<file path="config.mk">
export PLATFORM = sky130hd
export DESIGN_NAME = freq_ascii_tx_flat
export DESIGN_NICKNAME = d
export VERILOG_FILES = /design/src/rtl/freq_ascii_tx_if.sv /design/src/rtl/freq_ascii_tx.sv /design/src/flat_wrapper.sv
export SDC_FILE = /design/constraint.sdc
export NUM_CORES = 1
export LEC_CHECK = 0
export ABC_CLOCK_PERIOD_IN_PS = 3700
export CAP_MARGIN = 10
export CORE_UTILIZATION = 32
export CTS_CLUSTER_DIAMETER = 200
export CTS_CLUSTER_SIZE = 12
export DETAILED_ROUTE_END_ITERATION = 6
export PLACE_DENSITY = 0.61
export SLEW_MARGIN = 30
export SYNTH_ARGS = -nofsm -noshare
export SYNTH_HDL_FRONTEND = slang
export SYNTH_SLANG_ARGS = --single-unit
</file>
<file path="constraint.sdc">
create_clock -name sys_clk -period 3.7 [get_ports sys_clk]
set_input_delay 0.74 -clock sys_clk [delete_from_list [all_inputs] [get_ports sys_clk]]
set_output_delay 0.74 -clock sys_clk [all_outputs]
set_load 0.01 [all_outputs]
</file>
<file path="src/rtl/freq_ascii_tx_if.sv">
// Byte-stream bundle between the frequency meter, the ASCII formatter and the Ethernet TX path.
// master = formatter side (consumes freq, drives the byte stream); slave = the surrounding logic.
interface freq_ascii_tx_if #(
  parameter int DROP_W = 16
);
  logic [31:0]       freq;
  logic              freq_vld;
  logic [7:0]        tx_data;
  logic              tx_valid;
  logic              tx_ready;
  logic              tx_last;
  logic              busy;
  logic [DROP_W-1:0] drop_cnt;

  modport master (
    input  freq, freq_vld, tx_ready,
    output tx_data, tx_valid, tx_last, busy, drop_cnt
  );

  modport slave (
    output freq, freq_vld, tx_ready,
    input  tx_data, tx_valid, tx_last, busy, drop_cnt
  );
endinterface

</file>
<file path="src/rtl/freq_ascii_tx.sv">
// Converts each freq result to a 12-byte ASCII record (10 digits, CR, LF) on a valid/ready byte stream.
// 33 cycles from accepted sample to first byte; results arriving while busy are counted and dropped. FREQ_AVG_EN: 4-sample mean.
module freq_ascii_tx #(
  parameter bit SUPPRESS_ZEROS = 1'b1,
  parameter int DROP_W         = 16
) (
  input  logic          sys_clk,
  input  logic          sys_rst_n,
  freq_ascii_tx_if.master bus
);

  typedef enum logic [1:0] {IDLE, CONV, SEND} state_t;

  state_t            state_q;
  logic [31:0]       bin_q;
  logic [39:0]       bcd_q;
  logic [4:0]        cnt_q;
  logic [3:0]        idx_q;
  logic [7:0]        tx_data_q;
  logic              tx_valid_q;
  logic              tx_last_q;
  logic              busy_q;
  logic [DROP_W-1:0] drop_q;

  logic              cand_vld;
  logic [31:0]       cand_val;

`ifdef FREQ_AVG_EN
  logic [33:0] acc_q;
  logic [33:0] acc_d;
  logic [1:0]  smp_q;

  always_comb begin
    acc_d    = acc_q + {2'b00, bus.freq};
    cand_vld = bus.freq_vld && (smp_q == 2'd3);
    cand_val = acc_d[33:2];
  end

  always_ff @(posedge sys_clk) begin
    if (!sys_rst_n) begin
      acc_q <= '0;
      smp_q <= '0;
    end else if (bus.freq_vld) begin
      acc_q <= (smp_q == 2'd3) ? '0 : acc_d;
      smp_q <= smp_q + 2'd1;
    end
  end
`else
  always_comb begin
    cand_vld = bus.freq_vld;
    cand_val = bus.freq;
  end
`endif

  // One double-dabble step: correct nibbles >= 5, then shift {bcd,bin} left by one.
  function automatic logic [71:0] dabble_step(input logic [39:0] bcd, input logic [31:0] bin);
    logic [39:0] adj;
    adj = '0;
    for (int n = 0; n < 10; n++) begin
      adj[4*n +: 4] = (bcd[4*n +: 4] >= 4'd5) ? bcd[4*n +: 4] + 4'd3 : bcd[4*n +: 4];
    end
    return {adj[38:0], bin, 1'b0};
  endfunction

  // Byte idx of the record; a digit is a leading zero when it and every higher digit are zero.
  function automatic logic [7:0] ascii_byte(input logic [39:0] bcd, input logic [3:0] idx);
    logic [5:0]  sh;
    logic [39:0] upper;
    logic        lead;
    if (idx == 4'd10) return 8'h0D;
    if (idx == 4'd11) return 8'h0A;
    sh    = 6'd36 - {idx, 2'b00};
    upper = bcd >> sh;
    lead  = (upper == 40'd0) && (idx != 4'd9);
    if (SUPPRESS_ZEROS && lead) return 8'h20;
    return {4'h3, upper[3:0]};
  endfunction

  always_ff @(posedge sys_clk) begin
    if (!sys_rst_n) begin
      state_q    <= IDLE;
      bin_q      <= '0;
      bcd_q      <= '0;
      cnt_q      <= '0;
      idx_q      <= '0;
      tx_data_q  <= 8'h00;
      tx_valid_q <= 1'b0;
      tx_last_q  <= 1'b0;
      busy_q     <= 1'b0;
      drop_q     <= '0;
    end else begin
      if (cand_vld && (state_q != IDLE) && (drop_q != '1)) begin
        drop_q <= drop_q + 1'b1;
      end
      case (state_q)
        IDLE: begin
          if (cand_vld) begin
            bin_q   <= cand_val;
            bcd_q   <= '0;
            cnt_q   <= '0;
            busy_q  <= 1'b1;
            state_q <= CONV;
          end
        end
        CONV: begin
          {bcd_q, bin_q} <= dabble_step(bcd_q, bin_q);
          cnt_q          <= cnt_q + 5'd1;
          if (cnt_q == 5'd31) begin
            idx_q   <= '0;
            state_q <= SEND;
          end
        end
        SEND: begin
          // First SEND cycle only loads byte 0 from the finished BCD value.
          if (!tx_valid_q) begin
            tx_data_q  <= ascii_byte(bcd_q, idx_q);
            tx_last_q  <= 1'b0;
            tx_valid_q <= 1'b1;
          end else if (bus.tx_ready) begin
            if (tx_last_q) begin
              tx_data_q  <= 8'h00;
              tx_last_q  <= 1'b0;
              tx_valid_q <= 1'b0;
              busy_q     <= 1'b0;
              state_q    <= IDLE;
            end else begin
              idx_q     <= idx_q + 4'd1;
              tx_data_q <= ascii_byte(bcd_q, idx_q + 4'd1);
              tx_last_q <= (idx_q == 4'd10);
            end
          end
        end
        default: state_q <= IDLE;
      endcase
    end
  end

  assign bus.tx_data  = tx_data_q;
  assign bus.tx_valid = tx_valid_q;
  assign bus.tx_last  = tx_last_q;
  assign bus.busy     = busy_q;
  assign bus.drop_cnt = drop_q;

endmodule

</file>
<file path="src/flat_wrapper.sv">
// flat-port wrapper written by rule: the top's interface ports become plain ports
module freq_ascii_tx_flat 
#(
  parameter bit SUPPRESS_ZEROS = 1'b1,
  parameter int DROP_W         = 16
)
  (sys_clk, sys_rst_n, bus_freq, bus_freq_vld, bus_tx_ready, bus_tx_data, bus_tx_valid, bus_tx_last, bus_busy, bus_drop_cnt);
  freq_ascii_tx_if #(.DROP_W(DROP_W)) bus_i ();
  input  logic sys_clk;
  input  logic sys_rst_n;
  input wire logic [$bits(bus_i.freq)-1:0] bus_freq;
  input wire logic [$bits(bus_i.freq_vld)-1:0] bus_freq_vld;
  input wire logic [$bits(bus_i.tx_ready)-1:0] bus_tx_ready;
  output wire logic [$bits(bus_i.tx_data)-1:0] bus_tx_data;
  output wire logic [$bits(bus_i.tx_valid)-1:0] bus_tx_valid;
  output wire logic [$bits(bus_i.tx_last)-1:0] bus_tx_last;
  output wire logic [$bits(bus_i.busy)-1:0] bus_busy;
  output wire logic [$bits(bus_i.drop_cnt)-1:0] bus_drop_cnt;
  assign bus_i.freq = bus_freq;
  assign bus_i.freq_vld = bus_freq_vld;
  assign bus_i.tx_ready = bus_tx_ready;
  assign bus_tx_data = bus_i.tx_data;
  assign bus_tx_valid = bus_i.tx_valid;
  assign bus_tx_last = bus_i.tx_last;
  assign bus_busy = bus_i.busy;
  assign bus_drop_cnt = bus_i.drop_cnt;
  freq_ascii_tx #(.SUPPRESS_ZEROS(SUPPRESS_ZEROS), .DROP_W(DROP_W)) u_core (.sys_clk(sys_clk), .sys_rst_n(sys_rst_n), .bus(bus_i));
endmodule
</file>
==> flow_results.org <==
** Clock network
- Clock-pin slew was measured on the worst setup and hold paths at 0.08 ns.
- TritonCTS built the clock tree.
- # hold bufs at CTS :: 0
- Clock sinks :: 108
- Insertion delay to the later sink of the worst-skew pair :: 0.36 ns
- Cts bufs inserted :: 9
- CTS max path bufs :: 2
- Depth of the CTS H-tree :: 3
- In this run the clock root is driven by a sky130_fd_sc_hd__clkbuf_16.
- Buffers added to address setup during post-CTS repair amount to 0.
- Gates resized during post-CTS repair numbered 0.

** Die
- In this run the horizontal extent of the chip is 152 µm.
- The floorplan step defined a die boundary enclosing 23,000 µm².
- Io pins :: 63
- Number of placement rows :: 54
- Chip height :: 152 µm
- For this configuration, the core starts out at a cell density of 0.328.
- The core region is 21,900 µm².

** Outcome
- Run status :: complete, no violations

** Synthesis
- A synthesized cell averages 7.72 µm².
- Share of the yosys chip area belonging to registers :: 0.302
- The number of different library cells used by synthesis comes to 71.
- Area of the mapped netlist :: 7170 µm²
- Share of synthesized registers carrying an async set or reset :: 0
- Share of the synthesized area in the top cell type :: 0.302
- The Yosys step of the flow raised 0 warnings.
- By instance count, the leading cell after synthesis is sky130_fd_sc_hd__nand2_1.
- In this run, synthesis produced a sequential element count of 108.
- Biggest area contributors in the synthesized netlist :: sky130_fd_sc_hd__dfxtp_1 30%, sky130_fd_sc_hd__nand2_1 6.5%, sky130_fd_sc_hd__nor2_1 5.8%
- Yosys mapped a number of flops with a built-in enable equal to 0.
- Synthesis handed over a netlist of 929 instances.
- Most frequent cells after synthesis :: 124 x sky130_fd_sc_hd__nand2_1, 111 x sky130_fd_sc_hd__nor2_1, 108 x sky130_fd_sc_hd__dfxtp_1
- Library cell occupying the most area in the post-synthesis netlist :: sky130_fd_sc_hd__dfxtp_1
- The most used flip-flop cell after synthesis is sky130_fd_sc_hd__dfxtp_1.

** GRT
- The number of antenna violations at the first check in global routing is 0.
- Final global-route overflow total :: 0
- Entering global routing, the biggest net connects 104 pins.
- Number of global-route vias before repair :: 6,205
- Global-route wire length before repair :: 31.9 mm
- Total GRT Usage :: 0.174

** Final layout
- The repair_antennas step left the layout with diodes totalling 0.
- Final Net Count :: 1,006
- Layout cells sized above 1 :: 0.0742
- Layout Area Growth over Synthesis :: 15.3%
- The finished layout holds 1,224 standard cells, fillers aside.

** Critical path
- End of the worst register-to-register path :: u_core.bus.tx_data[4]
- On the critical path, the stage with the largest delay is an instance of sky130_fd_sc_hd__ha_1.
- In this run the worst path has a maximum fanout of 14.
- Kind of cell with the highest combined delay on the critical path :: compound AO/OA/AOI/OAI gates
- R2R Setup Slk :: 0.39 ns
- The critical path is of the reg -> reg type.
- Reg2Reg Launch Point :: u_core.idx_q[1]
- In this design, the stage delay of the slowest critical-path cell is 0.66 ns.
- STA puts the critical path data arrival time at 3.55 ns.
- The critical path goes through inv_1, ha_1, buf_4, clkinv_1, o211ai_1, a31oi_1, or2_1, a221o_1, o31a_1, or3_1.
- The worst setup path is launched from a flop.
- Buf+Inv Stages, Crit Path :: 3
- The worst setup path is captured at a flop.
- Worst reg2reg path depth :: 10
- Required time at the endpoint of the critical path :: 3.94 ns

** Route
- For this run, the detailed router's first-pass iteration total came to 5.
- Average via count per standard cell :: 5.54
- Final wirelength :: 19.5 mm
- For this run, design rule violations remaining after detail routing come to 0.
- Total number of vias :: 6,776
- The first routing iteration left 524 violations.
- Number of antenna-violating nets in the routed design :: 0
- After detailed routing, the average wire length per cell comes to 15.9 µm.

** Power
- For this design the ratio of total power to cell area is 289 nW/µm².
- Largest vdd supply drop :: 218 µV
- Summed over all cells, the static leakage comes to 2.89 nW.

** Timing
- Once routing completed, OpenROAD measured the worst setup slack at 0.393 ns.
- The final number of max-transition violations came to 0.
- Adding up every negative setup slack in the final design gives 0 ns.
- Dividing the final minimum period by the clock period gives 0.894.
- The number of hold violations in the final report came to 0.
- Slew at the pin closest to its max-slew limit :: 0.836 ns
- Relative max-transition margin :: 0.443
- Derived from the worst setup path, the maximum achievable clock frequency is 302 MHz.
- Setup repair after global routing left no endpoint under its margin.
- The routed design could run at a clock period as short as 3.31 ns.
- Between clock sinks in the finished design, the worst skew comes to 0.00752 ns.
- Final setup fails :: 0

** Placed design
- Number of buffers added on ports :: 60
- OpenSTA, run right after detailed placement, puts the worst setup slack at 0.454 ns.
- Once detailed placement completed, the half-perimeter wirelength came to 13.6 mm.
- After detailed placement, the design holds a cell count of 1,208.
- The congestion estimate from routability-driven global placement came to 0.962.

** Min path
- Min-Delay Path Class :: reg -> reg
- For hold timing, the worst endpoint is u_core.bin_q[27].
- Hold path cells :: 2
- The worst hold path begins at u_core.bin_q[26].

** Flow run
- Across the run, the number of max-cap violations was 0.
## sequential cells by signal, summed over array words and instances (netlist names)
name                 cells
u_core.bcd_q            40
u_core.bin_q            32
u_core.bus.busy          1
u_core.bus.drop_cnt     16
u_core.bus.tx_data       6
u_core.bus.tx_last       1
u_core.bus.tx_valid      1
u_core.cnt_q             5
u_core.idx_q             4
u_core.state_q           2
## where the power goes
group / total (mW) / switching, mW / internal [mW]
registers: 1.22 / 0.0232 / 1.20
clock network: 0.981 / 0.499 / 0.483
logic: 0.189 / 0.110 / 0.0796
## placed cells by master (no fill, tap or decap), drive strengths merged, types with 14 or more instances in the layout
master and instances:
a21oi 61, a22oi 28, a311oi 32, buf 21
clkdlybuf4s50 60, dfxtp 108, ha 31, inv 32
mux2i 18, mux4 14, nand2 124, nand2b 18
nand3 44, nor2 111, nor3 22, o21ai 46
xnor2 20
## worst register-to-register path, cell delays in order (launching register included)
cell	delay, ns
sky130_fd_sc_hd__dfxtp_1	0.40
sky130_fd_sc_hd__inv_1	0.08
sky130_fd_sc_hd__ha_1	0.66
sky130_fd_sc_hd__buf_4	0.28
sky130_fd_sc_hd__clkinv_1	0.36
sky130_fd_sc_hd__o211ai_1	0.21
sky130_fd_sc_hd__a31oi_1	0.08
sky130_fd_sc_hd__or2_1	0.26
sky130_fd_sc_hd__a221o_1	0.26
sky130_fd_sc_hd__o31a_1	0.29
sky130_fd_sc_hd__or3_1	0.33
## per-stage QoR
stage                     power [mW]  area [µm²]  utilization  hold slack (ns)
after floorplan                 1.36        7170            -            0.439
after global placement          1.44        7960        0.364            0.458
after detailed placement        1.44        7960        0.364            0.468
after CTS                       2.43        8260        0.378            0.479
after global routing            2.50        8270        0.378            0.495
final                           2.39        8270        0.378            0.479
## final cells by class
class | count | area [µm²]
clock buffer | 9 | 225
clock inverter | 7 | 77.6
fill | 2275 | 13600
inverter | 31 | 118
multi-input combinational | 708 | 4560
sequential | 108 | 2160
tap | 280 | 350
timing repair buffer | 81 | 771
## how the worst max path moves through the flow
stage | start | endpoint | slack [ns] | depth (start not counted)
3_3_place_gp | u_core.idx_q[1] | u_core.bus.tx_data[4] | 0.53 | 10
5_1_grt | u_core.idx_q[1] | u_core.bus.tx_data[4] | 0.20 | 10
3_5_place_dp | u_core.idx_q[1] | u_core.bus.tx_data[4] | 0.45 | 10
6_report | u_core.idx_q[1] | u_core.bus.tx_data[4] | 0.39 | 10
2_1_floorplan | u_core.idx_q[1] | u_core.bus.tx_data[4] | 0.46 | 12
4_1_cts | u_core.idx_q[1] | u_core.bus.tx_data[4] | 0.46 | 10
## routing by layer
layer  global-route usage  wire [µm]
met2                0.254       8350
met1                0.246       9370
met5                    0          0
met3               0.0359       1050
met4               0.0762        716
## cells by family (layout without fill, tap and decap cells)
kind of cell    after synthesis  after routing  synth area share
compound gates              236            236             0.223
xor+xnor                     32             32            0.0417
fa+ha+maj                    31             31            0.0541
buf+inv                     114            128            0.0656
flops                       108            108             0.302
mux                          39             39            0.0801
other cells                   1              2          0.000523
simple gates                368            368             0.234
(Power assumes the default switching activity.)
